===== src/rtl/scs8hd_latch_bank_wr_ctrl_pkg.sv =====
// Shared definitions for the latch-bank write controller: FSM state encoding
// and the helper that sizes the phase timer.
package scs8hd_latch_bank_wr_ctrl_pkg;

  typedef enum logic [1:0] {
    ST_IDLE  = 2'd0,
    ST_SETUP = 2'd1,
    ST_OPEN  = 2'd2,
    ST_HOLD  = 2'd3
  } wr_state_e;

  function automatic int max3(input int a, input int b, input int c);
    int m;
    m = (a > b) ? a : b;
    return (m > c) ? m : c;
  endfunction

  // Timer must hold the longest phase length without wrapping.
  function automatic int cnt_width(input int s, input int p, input int h);
    return $clog2(max3(s, p, h) + 1);
  endfunction

endpackage


===== src/rtl/scs8hd_latch_bank_wr_ctrl_timer.sv =====
// Loadable down-counter that times each setup/open/hold phase.
// Done is asserted while the count sits at 1; it never decrements below 1.
module scs8hd_latch_wr_timer #(
  parameter int CW = 1
) (
  input  logic          CLK,
  input  logic          RESET,
  input  logic          i_load,
  input  logic [CW-1:0] i_value,
  output logic          o_done
);

  logic [CW-1:0] r_cnt;

  always_ff @(posedge CLK or posedge RESET) begin
    if (RESET) begin
      r_cnt <= '0;
    end else if (i_load) begin
      r_cnt <= i_value;
    end else if (r_cnt > CW'(1)) begin
      r_cnt <= r_cnt - CW'(1);
    end
  end

  assign o_done = (r_cnt == CW'(1));

endmodule


===== src/rtl/scs8hd_latch_bank_wr_ctrl.sv =====
// Write controller for a bank of active-low-gate D latches: drives a shared D bus and
// one registered gate per entry through a setup / open / hold sequence.
module scs8hd_latch_bank_wr_ctrl
  import scs8hd_latch_bank_wr_ctrl_pkg::*;
#(
  parameter int   DEPTH     = 8,
  parameter int   WIDTH     = 8,
  parameter int   SETUP_CYC = 1,
  parameter int   PULSE_CYC = 1,
  parameter int   HOLD_CYC  = 1,
  localparam int  AW        = $clog2(DEPTH)
) (
  input  logic             CLK,
  input  logic             RESET,
  input  logic             WR_VALID,
  output logic             WR_READY,
  input  logic [AW-1:0]    WR_ADDR,
  input  logic [WIDTH-1:0] WR_DATA,
  output logic             WR_ERR,
  output logic [WIDTH-1:0] D_BUS,
  output logic [DEPTH-1:0] GATEN
);

  localparam int               CW               = cnt_width(SETUP_CYC, PULSE_CYC, HOLD_CYC);
  localparam logic [DEPTH-1:0] GATEN_ALL_CLOSED = '1;
  localparam logic [AW:0]      DEPTH_LIM        = DEPTH[AW:0];

  wr_state_e        r_state, w_state_next;
  logic [AW-1:0]    r_addr, w_addr_next;
  logic [WIDTH-1:0] r_dbus, w_dbus_next;
  logic [DEPTH-1:0] r_gaten, w_gaten_next;
  logic             r_ready, w_ready_next;
  logic             r_err, w_err_next;
  logic             w_load, w_done, w_accept, w_addr_ok;
  logic [CW-1:0]    w_load_val;
  logic [DEPTH-1:0] w_sel;

  generate
    for (genvar gi = 0; gi < DEPTH; gi++) begin : g_sel
      assign w_sel[gi] = (r_addr == AW'(gi));
    end
  endgenerate

  assign w_accept  = WR_VALID & r_ready;
  assign w_addr_ok = ({1'b0, WR_ADDR} < DEPTH_LIM);

  scs8hd_latch_wr_timer #(.CW(CW)) u_timer (
    .CLK     (CLK),
    .RESET   (RESET),
    .i_load  (w_load),
    .i_value (w_load_val),
    .o_done  (w_done)
  );

  // Gate pattern is computed one cycle ahead so GATEN leaves a flop with no decode after it.
  always_comb begin
    w_state_next = r_state;
    w_addr_next  = r_addr;
    w_dbus_next  = r_dbus;
    w_gaten_next = GATEN_ALL_CLOSED;
    w_err_next   = 1'b0;
    w_load       = 1'b0;
    w_load_val   = CW'(SETUP_CYC);
    case (r_state)
      ST_IDLE: begin
        if (w_accept) begin
          if (w_addr_ok) begin
            w_addr_next  = WR_ADDR;
            w_dbus_next  = WR_DATA;
            w_load       = 1'b1;
            w_state_next = ST_SETUP;
          end else begin
            w_err_next = 1'b1;
          end
        end
      end
      ST_SETUP: begin
        if (w_done) begin
          w_state_next = ST_OPEN;
          w_load       = 1'b1;
          w_load_val   = CW'(PULSE_CYC);
          w_gaten_next = ~w_sel;
        end
      end
      ST_OPEN: begin
        w_gaten_next = ~w_sel;
        if (w_done) begin
          w_state_next = ST_HOLD;
          w_load       = 1'b1;
          w_load_val   = CW'(HOLD_CYC);
          w_gaten_next = GATEN_ALL_CLOSED;
        end
      end
      ST_HOLD: begin
        if (w_done) begin
          w_state_next = ST_IDLE;
        end
      end
    endcase
    w_ready_next = (w_state_next == ST_IDLE);
  end

  always_ff @(posedge CLK or posedge RESET) begin
    if (RESET) begin
      r_state <= ST_IDLE;
      r_addr  <= '0;
      r_dbus  <= '0;
      r_gaten <= GATEN_ALL_CLOSED;
      r_ready <= 1'b0;
      r_err   <= 1'b0;
    end else begin
      r_state <= w_state_next;
      r_addr  <= w_addr_next;
      r_dbus  <= w_dbus_next;
      r_gaten <= w_gaten_next;
      r_ready <= w_ready_next;
      r_err   <= w_err_next;
    end
  end

  assign WR_READY = r_ready;
  assign WR_ERR   = r_err;
  assign D_BUS    = r_dbus;
  assign GATEN    = r_gaten;

endmodule

===== config.mk =====
export PLATFORM = sky130hd
export DESIGN_NAME = scs8hd_latch_bank_wr_ctrl
export DESIGN_NICKNAME = d
export VERILOG_FILES = /design/src/rtl/scs8hd_latch_bank_wr_ctrl_pkg.sv /design/src/rtl/scs8hd_latch_bank_wr_ctrl_timer.sv /design/src/rtl/scs8hd_latch_bank_wr_ctrl.sv
export SDC_FILE = /design/constraint.sdc
export NUM_CORES = 1
export LEC_CHECK = 0
export BUFFER_PORTS_ARGS = -buffer_cell sky130_fd_sc_hd__buf_2
export CORE_MARGIN = 1.5
export CORE_UTILIZATION = 50
export DETAILED_ROUTE_END_ITERATION = 10
export HOLD_SLACK_MARGIN = 0.03
export PLACE_DENSITY = 0.86
export SYNTH_ARGS = -nofsm -noshare
export SYNTH_HDL_FRONTEND = slang
export SYNTH_SLANG_ARGS = --single-unit

===== constraint.sdc =====
create_clock -name CLK -period 1.65 [get_ports CLK]
set_input_delay 0.33 -clock CLK [delete_from_list [all_inputs] [get_ports CLK]]
set_output_delay 0.33 -clock CLK [all_outputs]
set_load 0.01 [all_outputs]

After elaboration in Yosys (flattened, before gate mapping)
Index checks and enable logic that the tools add are counted.
Widths: inputs -> output; s select.

operators by class
  $add $sub $neg = 1
  $lt $le $gt $ge = 1
  equal/unequal tests = 10
  multiplexer cells = 13
  bitwise gates (word level) = 2
  reduce and logical (&&, ||, !) cells = 6

operator list
  operator             count
  $mux 8               2
  $pmux 8 s2           1
  $eq 3x3->1 const B   4
  $mux 2               4
  $not 8->8            1
  $pmux 2 s4           1
  $eq 3x2->1 const B   2
  $eq 2x2->1 const B   2
  $logic_not 2->1      2
  $mux 1               4
  $eq 3x1->1 const B   1
  $logic_not 3->1      1
  $eq 2x1->1 const B   1
  $pmux 1 s2           1
  $reduce_and 2->1     1
  $reduce_bool 2->1    1
  $reduce_or 2->1      1
  $and 1x1->1          1
  $gt 1x1->1 const B   1
  $sub 1x1->1 const B  1

storage, ports and cells
  flip-flop bits (word level) = 23
  input bits = 14
  output and inout bits = 18
  word-level logic and storage cells = 39

Longest topological paths before layout
  depth after elaboration = 4
  mapped depth = 6
  gate-level depth less buffers = 5

By module
A second synthesis with hierarchy kept.

second synthesis, totals
  cells, all modules = 84
  area, all modules = 1,082.3 um^2

by module, submodules not included
  module                     times used  cells each  area each (um^2)  seq. area each (um^2)
  scs8hd_latch_bank_wr_ctrl  1           81          1,038.5           560.5
  scs8hd_latch_wr_timer      1           3           43.8              25.0

Worst setup path before layout
Ideal clock, no wire load.

  path type = register to register
  start point = reg r_state[0]
  end point = reg r_state[1]
  setup time = 142 ps
  arrival time = 1,280 ps
  data required time = 1,508 ps
  slack = 228 ps
  stages on the path, launching flop included = 6
  buffers on the path = 0
  period minus slack after synthesis = 1,422 ps
  cells stage by stage = dfrtp_1 -> inv_1 -> ha_1 -> nor2_1 -> nand3b_1 -> o211ai_1

between the ends
  word-level cells in the longest chain between the ends = 2
  elaborated cells on any way between the ends = 5
  those cells by class = eq/ne: 3; mux: 1; reduce/logical: 1

RTL lines
  item                                      line                              text
  start, declared                           scs8hd_latch_bank_wr_ctrl.sv:28   wr_state_e r_state, w_state_next;
  start signal, assigned                    scs8hd_latch_bank_wr_ctrl.sv:112  r_state <= w_state_next;
  $eq 2x2->1, or another cell as far along  scs8hd_latch_bank_wr_ctrl.sv:64   case (r_state)
  $pmux 2 s4 *                              scs8hd_latch_bank_wr_ctrl.sv:64
  net w_state_next[1]                       scs8hd_latch_bank_wr_ctrl.sv:28

Mark *: on every way through the listed nets, which the timed path passes. The rest lies on a longest branch.
A chain may end at the register's enable or synchronous reset.

Worst setup path in the final report
  start point = reg r_state[0]
  end point = reg r_dbus[6] (netlist: D_BUS[6])

between the ends
  word-level cells in the longest chain between the ends = 2

RTL lines
  item                               line                              text
  $logic_not 2->1                    scs8hd_latch_bank_wr_ctrl.sv:64
  $reduce_and 2->1 (no source line)  n/a
  end signal, assigned               scs8hd_latch_bank_wr_ctrl.sv:114  r_dbus <= w_dbus_next;
  end, declared                      scs8hd_latch_bank_wr_ctrl.sv:30   logic [WIDTH-1:0] r_dbus, w_dbus_next;

Every way passes these cells.

==> reports/results.txt <==
largest family of logic cells by synthesized area: multiplexers
max-slew violation count: 0
total iterations of the first detailed-routing run: 3
post-synthesis register bit count: 23
CP cell instances: inv_1, ha_1, nand3_2, buf_12, mux2_1
Final HPWL DP: 1550 µm
vias in the first global route: 723
Clock Sinks: 23
final setup fails: 0
first-pass GRT wire length: 3310 µm
worst path bufs/invs: 2
Top FF cell, synth: dfrtp_1
post-synthesis mux area share: 15.4%
Static Leak: 0.678 nW
Crit path largest cell delay: 0.45 ns
syn_nets: 101
maximum clock frequency: 0.677 GHz
Slowest cell on crit path: dfrtp_1
# diodes: 0
grt total ovfl: 0
DRT Wirelength: 1980 µm
hold_buf cts: 0
setup bufs post-CTS: 0
min cycle time layout: 1.48 ns
Site Rows: 16
ys async rst share: 100%
Initial Utilization: 54.3%
IO Pins: 32
Critical Path End Type: register
register area share after synthesis: 53.9%
Hold Path Class: input pin to asynchronous set/reset pin
fin crit share: 89.6%
critical path's top delay family: flip-flops
Final Hold Fails: 0
Simple-Gate Fraction of Synth Area: 10.4%
Clock Path Buffers: 2
MaxCap Viol Count: 0
layout cells sized above 1: 48.3%
CORE AREA: 2000 µm²
Via Count: 743
leading area contributor after synthesis: dfrtp_1
NumNets Final: 136
post-route ant nets: 0
die area: 2460 µm²
antenna violations before repair: 0
vias per inst: 5.20
Placement Cell Area: 1280 µm²
ranking of synthesized cells by area: dfrtp_1 35%, dfstp_2 19%, mux2_4 12%
most common cell after layout, fill and taps aside: buf_2
CP max FO: 12
setup_tns: 0 ns
count of input and output buffers: 30
die height: 49.6 µm
Final GP Congestion: 0.754
fin cells: 143
CTS root buf: clkbuf_4
Tot GR Track Use: 18.0%
Cells after DPL: 139
Chip Width: 49.6 µm
number of flops mapped to enable cells by yosys: 0
skew final: 0.00141 ns
CTS tree: yes
crit path launch type: register
cts bufs inserted: 3
Synth top area share: 34.5%
status: finished clean
Worst Path Required: 1.84 ns
Power Density: 643 nW/µm²
R2R Setup Slk: 0.17 ns
H-tree levels: 1
Netlist Area Pre-Place: 1090 µm²
instance count of the mapped netlist: 82
number of library cell types mapped by synthesis: 31
Area growth syn-to-layout: 19.8%
DRC errors left: 0
Avg WL per Cell: 13.8 µm
most frequent cells in the layout: 30 x buf_2, 15 x dfrtp_1, 9 x mux2_4
Avg Inst Size Synth: 13.3 µm²
largest net degree at the start of global routing: 24
Critical Path AT: 1.67 ns
VDD IR-drop max: 0.362 mV
Pwr Total: 0.838 mW
warnings from Yosys: 0
CP Class: register to register
clock slew at reported path FFs: 0.11 ns
Synth Area in Adders: 5.75%
Compound-Gate Fraction of Synth Area: 10.1%
later-pin clock latency in the skew report: 0.29 ns
RSZ-0062 raised after global routing: no
Synth Area in XOR/XNOR: 0%
design area: 1300 µm²
Initial DRC Count: 12
-- state kept, by name, indices dropped and copies added (netlist names) --
register	count
u_timer.o_done	1
r_addr	3
D_BUS	8
WR_READY	1
r_state	2
GATEN	8
-- tightest hold or removal path: cells and delay by family --
| family | cells | cell delay [ns] |
|---|---|---|
| buf+inv | 3 | 0.43 |
-- logic make-up (layout without fill, tap and decap cells) --
family	Yosys count	in the layout
flip-flops	23	23
AND/OR/NAND/NOR	18	18
AO/OA/AOI/OAI	16	16
multiplexers	12	12
buffers and inverters	7	41
adder cells (fa/ha/maj)	5	5
other	1	1
-- stage by stage --
stage	setup WS [ns]	utilization, %	hold WS (ns)
floorplan	0.228	-	0.326
detailed placement	0.125	63.7	0.394
global route	0.0273	65.1	0.101
CTS	0.107	65.1	0.0616
global placement	0.257	63.7	0.372
finish	0.172	65.1	0.0596
-- path summary, 6_finish.rpt --
| kind | end | cells past startpoint | from |
|---|---|---|---|
| setup / recovery | D_BUS[6]$_DFFE_PP0P_ | 5 | r_state[0]$_DFF_PP0_ |
| hold / removal | D_BUS[5]$_DFFE_PP0P_ | 3 | RESET |
| setup reg to reg | D_BUS[6]$_DFFE_PP0P_ | 5 | r_state[0]$_DFF_PP0_ |
| hold reg to reg | D_BUS[5]$_DFFE_PP0P_ | 1 | D_BUS[5]$_DFFE_PP0P_ |
| max in group asynchronous | GATEN[1]$_DFF_PP1_ | 3 | RESET |
| min in group CLK | D_BUS[6]$_DFFE_PP0P_ | 2 | WR_DATA[6] |
-- synthesized netlist by cell type, types with 2 or more instances --
cell type  instances
nor2_1             2
inv_1              4
dfrtp_1           15
mux2_4             9
nor3b_1            3
dfstp_2            8
ha_1               5
o21ai_1            8
and3b_1            2
mux2_1             2
buf_6              2
nand2_1            3
-- power breakdown --
part           total, mW  switching (mW)  internal [mW]
sequential         0.565               0          0.565
combinational     0.0301          0.0170         0.0130
clock              0.243           0.149         0.0940
total              0.838           0.166          0.672
-- area by class of cell --
type / instances / area, µm²
flip-flops and latches: 23 / 586
multi-input cells: 52 / 457
well taps: 27 / 33.8
clock buffers: 4 / 26.3
repair buffers: 33 / 185
fillers: 161 / 699
inverters: 4 / 15.0
-- per-layer routing --
| metal | GRT usage [%] | vias up | routed length (µm) | share of wire, % |
|---|---|---|---|---|
| met1 | 21.3 | 369 | 781 | 39 |
| met2 | 33.1 | 13 | 1120 | 57 |
| met5 | 0 | - | 0 | 0 |
| li1 | - | 359 | - | - |
| met3 | 2.73 | 2 | 62 | 3.1 |
| met4 | 5.56 | 0 | 12 | 0.61 |
-- repair_timing --
action | CTS | global route
setup endpoints to repair | 0 | 1
endpoints found under the hold margin | 0 | 0
resized for setup | 0 | 1
Power figures use the tool's default switching activity.
